### config.mk
export PLATFORM = sky130hd
export DESIGN_NAME = clk_div_ctrl_flat
export DESIGN_NICKNAME = d
export VERILOG_FILES = /design/src/rtl/clk_div_ctrl_if.sv /design/src/rtl/clk_div_ctrl.sv /design/src/flat_wrapper.sv
export SDC_FILE = /design/constraint.sdc
export NUM_CORES = 1
export LEC_CHECK = 0
export ABC_AREA = 0
export BUFFER_PORTS_ARGS = -buffer_cell sky130_fd_sc_hd__buf_2
export CAP_MARGIN = 20
export CORE_UTILIZATION = 62
export CTS_BUF_LIST = sky130_fd_sc_hd__clkbuf_8
export DETAILED_ROUTE_END_ITERATION = 16
export GPL_TIMING_DRIVEN = 0
export PLACE_DENSITY = 0.83
export RECOVER_POWER = 50
export SKIP_LAST_GASP = 1
export SLEW_MARGIN = 5
export SYNTH_ARGS = -nofsm -noshare
export SYNTH_HDL_FRONTEND = slang
export SYNTH_SLANG_ARGS = --single-unit
### constraint.sdc
create_clock -name clk -period 5.4 [get_ports clk]
set_input_delay 1.08 -clock clk [delete_from_list [all_inputs] [get_ports clk]]
set_output_delay 1.08 -clock clk [all_outputs]
set_load 0.01 [all_outputs]
### src/rtl/clk_div_ctrl_if.sv
// clk_div_ctrl_if: configuration handshake and divided-clock outputs of clk_div_ctrl.
`default_nettype none

interface clk_div_ctrl_if #(
  parameter int WIDTH = 16
);
  logic             cfg_valid;
  logic             cfg_ready;
  logic             cfg_en;
  logic [WIDTH-1:0] cfg_div;
  logic             clk_out;
  logic             tick;
  logic             busy;
  logic [WIDTH-1:0] div_cur;

  modport master (
    output cfg_valid, cfg_en, cfg_div,
    input  cfg_ready, clk_out, tick, busy, div_cur
  );

  modport slave (
    input  cfg_valid, cfg_en, cfg_div,
    output cfg_ready, clk_out, tick, busy, div_cur
  );
endinterface

`default_nettype wire

### src/rtl/clk_div_ctrl.sv
// +------------------------------------------------------------------------+
// | clk_div_ctrl: programmable clock divider; start/stop/ratio changes     |
// | are applied only on output-period boundaries.                          |
// | Revision: 1.1                                                          |
// +------------------------------------------------------------------------+
`default_nettype none

module clk_div_ctrl #(
    parameter int WIDTH = 16
) (
    input  wire logic     clk,
    input  wire logic     rst_n,
    clk_div_ctrl_if.slave cfg
);

    localparam logic [1:0] c_IDLE = 2'd0;
    localparam logic [1:0] c_RUN  = 2'd1;
    localparam logic [1:0] c_PEND = 2'd2;

    localparam logic [WIDTH-1:0] c_ONE = WIDTH'(1);
    localparam logic [WIDTH-1:0] c_TWO = WIDTH'(2);

    logic [1:0]       r_state, w_state_d;
    logic [WIDTH-1:0] r_cnt, w_cnt_d;
    logic             r_clk_out, w_clk_out_d;
    logic [WIDTH-1:0] r_div_cur, w_div_cur_d;
    logic [WIDTH-1:0] r_div_pend, w_div_pend_d;
    logic             r_en_pend, w_en_pend_d;

    logic             w_busy;
    logic             w_at_end;
    logic             w_wrap;
    logic             w_accept;
    logic [WIDTH-1:0] w_div_clamped;
    logic [WIDTH-1:0] w_half;
    logic [WIDTH-1:0] w_cnt_next;

    assign w_busy        = (r_state != c_IDLE);
    assign w_at_end      = (r_cnt == (r_div_cur - c_ONE));
    assign w_wrap        = w_busy && w_at_end;
    assign w_accept      = cfg.cfg_valid && (r_state != c_PEND);
    assign w_div_clamped = (cfg.cfg_div < c_TWO) ? c_TWO : cfg.cfg_div;
    assign w_half        = r_div_cur >> 1;
    assign w_cnt_next    = w_at_end ? '0 : (r_cnt + c_ONE);

    always_ff @(posedge clk or negedge rst_n) begin
        if (!rst_n) begin
            r_state    <= c_IDLE;
            r_cnt      <= '0;
            r_clk_out  <= 1'b0;
            r_div_cur  <= '0;
            r_div_pend <= '0;
            r_en_pend  <= 1'b0;
        end else begin
            r_state    <= w_state_d;
            r_cnt      <= w_cnt_d;
            r_clk_out  <= w_clk_out_d;
            r_div_cur  <= w_div_cur_d;
            r_div_pend <= w_div_pend_d;
            r_en_pend  <= w_en_pend_d;
        end
    end

    always_comb begin
        w_state_d    = r_state;
        w_cnt_d      = r_cnt;
        w_clk_out_d  = r_clk_out;
        w_div_cur_d  = r_div_cur;
        w_div_pend_d = r_div_pend;
        w_en_pend_d  = r_en_pend;

        case (r_state)
            c_IDLE: begin
                if (w_accept && cfg.cfg_en) begin
                    w_div_cur_d = w_div_clamped;
                    w_cnt_d     = '0;
                    w_clk_out_d = 1'b1;
                    w_state_d   = c_RUN;
                end
            end

            c_RUN: begin
                // A request landing on the wrap edge is only queued; this wrap reloads the old ratio.
                w_cnt_d     = w_cnt_next;
                w_clk_out_d = (w_cnt_next < w_half);
                if (w_accept) begin
                    w_en_pend_d  = cfg.cfg_en;
                    w_div_pend_d = w_div_clamped;
                    w_state_d    = c_PEND;
                end
            end

            c_PEND: begin
                if (w_wrap) begin
                    w_cnt_d = '0;
                    if (r_en_pend) begin
                        w_div_cur_d = r_div_pend;
                        w_clk_out_d = 1'b1;
                        w_state_d   = c_RUN;
                    end else begin
                        w_div_cur_d = '0;
                        w_clk_out_d = 1'b0;
                        w_state_d   = c_IDLE;
                    end
                end else begin
                    w_cnt_d     = w_cnt_next;
                    w_clk_out_d = (w_cnt_next < w_half);
                end
            end

            default: w_state_d = c_IDLE;
        endcase
    end

    assign cfg.cfg_ready = (r_state != c_PEND);
    assign cfg.busy      = w_busy;
    assign cfg.tick      = w_wrap;
    assign cfg.clk_out   = r_clk_out;
    assign cfg.div_cur   = r_div_cur;

endmodule

`default_nettype wire

### src/flat_wrapper.sv
// flat-port wrapper written by rule: the top's interface ports become plain ports
module clk_div_ctrl_flat 
#(
    parameter int WIDTH = 16
)
  (clk, rst_n, cfg_cfg_valid, cfg_cfg_en, cfg_cfg_div, cfg_cfg_ready, cfg_clk_out, cfg_tick, cfg_busy, cfg_div_cur);
  clk_div_ctrl_if #(.WIDTH(WIDTH)) cfg_i ();
  input  wire logic clk;
  input  wire logic rst_n;
  input wire logic [$bits(cfg_i.cfg_valid)-1:0] cfg_cfg_valid;
  input wire logic [$bits(cfg_i.cfg_en)-1:0] cfg_cfg_en;
  input wire logic [$bits(cfg_i.cfg_div)-1:0] cfg_cfg_div;
  output wire logic [$bits(cfg_i.cfg_ready)-1:0] cfg_cfg_ready;
  output wire logic [$bits(cfg_i.clk_out)-1:0] cfg_clk_out;
  output wire logic [$bits(cfg_i.tick)-1:0] cfg_tick;
  output wire logic [$bits(cfg_i.busy)-1:0] cfg_busy;
  output wire logic [$bits(cfg_i.div_cur)-1:0] cfg_div_cur;
  assign cfg_i.cfg_valid = cfg_cfg_valid;
  assign cfg_i.cfg_en = cfg_cfg_en;
  assign cfg_i.cfg_div = cfg_cfg_div;
  assign cfg_cfg_ready = cfg_i.cfg_ready;
  assign cfg_clk_out = cfg_i.clk_out;
  assign cfg_tick = cfg_i.tick;
  assign cfg_busy = cfg_i.busy;
  assign cfg_div_cur = cfg_i.div_cur;
  clk_div_ctrl #(.WIDTH(WIDTH)) u_core (.clk(clk), .rst_n(rst_n), .cfg(cfg_i));
endmodule
==> results.sh <==
export IMPL_synth_fp_nets=529
export IMPL_finalCriticalPeriod_ps=4980
export IMPL_violations="design-rule violations, max-capacitance violations, max-slew violations"
export IMPL_synth_compound_area_share_pct=26.5
export IMPL_antenna_found_initial=0
export IMPL_clock_insertion_delay_worst_skew_ps=310
export IMPL_crit_fanout=10
export IMPL_num_rows=29
export IMPL_netlist_instances=489
export IMPL_synth_cell_area_um2=4210
export IMPL_start_kind="register"
export IMPL_hold_viol_final=0
export IMPL_fin_ws_ps=425
export IMPL_cts_buffers=5
export IMPL_cap_viol_max_count=1
export IMPL_nets=576
export IMPL_grt_pass1_wl_mm=20.3
export IMPL_core_um2=6460
export IMPL_chipWidth_um=84.4
export IMPL_holdWs_ps=502
export IMPL_cp_end_kind="register"
export IMPL_seqPwrFrac_pct=32.2
export IMPL_max_slew_margin_pct=-9.59
export IMPL_cts_root_buffer="clkbuf_8"
export IMPL_final_cell_mix="dfrtp_1 (52), o21ai_0 (37), buf_2 (36), nand2_1 (36), clkbuf_1 (35)"
export IMPL_tightest_slew_ps=1640
export IMPL_grt_pass1_vias=4224
export IMPL_worstPathRequired_ps=5660
export IMPL_crit_chain="buf_2 > inv_1 > ha_1 > clkbuf_1 > nor3b_2 > nand4_1 > xnor2_1 > a211oi_2 > o2111ai_2 > buf_2 > clkbuf_2 > and2_1 > ha_1 > a211oi_1 > o21ai_0 > a21o_1 > a2111oi_2 > a41oi_1 > mux2i_1 > o211a_1"
export IMPL_fmax_ghz=0.201
export IMPL_h_tree_depth=2
export IMPL_fin_util_pct=71.7
export IMPL_ir_worst_vdd_uv=373
export IMPL_fp_dieArea_um2=7120
export IMPL_overflow=0
export IMPL_cp_data_arrival_time_ps=5240
export IMPL_dp_hpwl_mm=8.88
export IMPL_fin_skew_ps=13.5
export IMPL_finalMaxSlewViolations=30
export IMPL_dr_pass1_iters=11
export IMPL_mostFrequentLayoutCell="dfrtp_1"
export IMPL_power_density_nw_per_um2=469
export IMPL_pre_cts_slack_ps=-84.2
export IMPL_synth_edf_count=0
export IMPL_p_leak_nw=1.91
export IMPL_cts_tree="yes"
export IMPL_area_growth_pct=10.1
export IMPL_grt_usage_pct=35.8
export IMPL_grt_max_degree=30
export IMPL_ios=40
export IMPL_power_switching_mw=1.07
export IMPL_clock_power_share_pct=13.5
export IMPL_rsz0062_at_grt="false"
export IMPL_critPathMaxStageDelay_ps=500
export IMPL_vias=4235
export IMPL_final_cells=614
export IMPL_drt_iter0_drc=425
export IMPL_drtAntennaViolNets=0
export IMPL_start_util_pct=65.1
export IMPL_routed_via_density=6.90
export IMPL_finalSetupViolCount=0
export IMPL_synth_adder_area_share_pct=5.95
export IMPL_wl_mm=12.2
export IMPL_clockBufferDepth=2
export IMPL_drc_errors=2
export IMPL_async_flop_share_pct=100
export IMPL_ys_ff_latch=52
export IMPL_io_buffers=39
export IMPL_syn_mean_instance_area_um2=8.60
export IMPL_cp_slowest_cell="a2111oi_2"
export IMPL_drive_gt1_share_pct=17.5
export IMPL_num_antenna_cells=0
export IMPL_synth_area_mux_share_pct=4.97
export IMPL_yosysSeqAreaShare_pct=30.9
export IMPL_worstSetupPathType="register to register"
export IMPL_synth_xor_area_share_pct=4.79
export IMPL_hold_path_class="register to register"
export IMPL_status="finished, violations left"
export IMPL_period_share_pct=92.1
export IMPL_dp_cells=606
export IMPL_p_int_mw=1.11
export IMPL_pwr_share_comb_pct=54.3
export IMPL_cts_clk_slew_worst_paths_ps=110
export IMPL_swShare_pct=49.1
export IMPL_ys_types=54
export IMPL_place_congestion=0.932
export IMPL_synth_top_family_by_area="compound AO/OA/AOI/OAI gates"
export IMPL_synthFlopType="dfrtp_1"
export IMPL_cts_sinks=52
export IMPL_detail_route_wl_per_cell_um=19.8
export IMPL_synth_warnings=0
export IMPL_die_h_um=84.4
export IMPL_yosys_area_share_simple_pct=20.7
-- registers in the layout, summed over array words and instances, names as in the netlist --
register	count
u_core.cfg.clk_out	1
u_core.r_div_pend	16
u_core.cfg.div_cur	16
u_core.r_state	2
u_core.r_cnt	16
u_core.r_en_pend	1
-- area by class of cell --
cell class / count / area (um2)
tap: 77 / 96.3
sequential: 52 / 1300
multi-input combinational: 373 / 2660
timing repair buffer: 40 / 188
buffer: 37 / 160
fill: 505 / 1830
clock buffer: 6 / 82.6
inverter: 27 / 101
clock inverter: 2 / 38.8
-- metrics by stage --
stage / setup TNS (ps) / power, mW / cell area [um2]
floorplan: 0 / 1.48 / 4210
global placement: 0 / 1.79 / 4500
detailed placement: -84.2 / 1.84 / 4520
CTS: 0 / 2.14 / 4640
global route: 0 / 2.30 / 4630
finish: 0 / 2.17 / 4630
-- final timing paths --
check                                       from  slack, ps               endpoint  cells after the start
setup / recovery           u_core.cfg.div_cur[0]        420     u_core.cfg.clk_out                     20
hold / removal              u_core.r_div_pend[0]        500   u_core.r_div_pend[0]                      2
setup reg to reg           u_core.cfg.div_cur[0]        420     u_core.cfg.clk_out                     20
hold reg to reg             u_core.r_div_pend[0]        500   u_core.r_div_pend[0]                      2
max in group asynchronous                  rst_n       2230  u_core.cfg.div_cur[1]                      2
min in group asynchronous                  rst_n       1030      u_core.r_state[0]                      1
-- power by group through the flow --
stage	clock, mW	combinational (mW)	sequential, mW
floorplan	0	0.807	0.677
global placement	0	1.10	0.687
CTS	0.293	1.15	0.689
global route	0.306	1.29	0.708
finish	0.293	1.18	0.700
detailed placement	0	1.14	0.697
-- routing by layer --
layer  track usage, %  vias up  wire length (um)
met1             48.7     2038              5010
li1                 -     1892                 -
met4             14.8        0               332
met2             57.2      263              5700
met5                0        -                 0
met3             5.90       42              1140
-- cells by family after synthesis --
group	Yosys count
AND/OR/NAND/NOR	168
AO/OA/AOI/OAI	143
buffers and inverters	64
flip-flops	52
XOR/XNOR	23
adder cells (fa/ha/maj)	20
multiplexers	19
-- cells in the mapped netlist, types with 3 or more instances --
cell type	instances	share of area, %
o21ai_0	37	4.4
xor2_1	7	1.5
and3_1	3	0.45
clkbuf_1	27	2.4
nor2b_1	6	0.89
mux2_2	15	4.0
nor3_1	26	3.1
o211ai_1	11	2.0
inv_1	27	2.4
and2_1	15	2.2
nand3_1	17	2.0
a211oi_2	9	2.7
nor2_1	32	2.9
a31oi_1	9	1.3
a211oi_1	11	2.0
nor4_1	5	0.74
mux2i_1	4	0.95
nand2_1	36	3.2
nand4_1	10	1.5
xnor2_1	16	3.3
a21oi_1	15	1.8
a21o_1	3	0.54
a2111oi_2	13	4.6
and4_1	4	0.83
o21a_1	12	2.1
dfrtp_1	52	31
buf_2	6	0.71
nand2b_1	6	0.89
ha_1	20	5.9
-- critical path, delay by kind of cell, from the launching register on --
family / cells / cell delay [ps]
AOI/OAI and AO/OA: 8 / 1890
buffers and inverters: 5 / 1090
and+or+nand+nor: 3 / 760
adders and majority gates: 2 / 420
DFF: 1 / 390
xor gates and xnor gates: 1 / 190
muxes: 1 / 160
-- timing repair --
| item | 4_1_cts | 5_1_grt |
|---|---|---|
| setup buffers | 0 | 0 |
| endpoints found under the hold margin | 0 | 0 |
| hold buffers | 0 | 0 |
| resized for setup | 1 | 7 |
| endpoints found under the setup margin | 1 | 1 |
| gates cloned | 0 | 0 |
No activity file was read; power rests on OpenSTA's default activity.
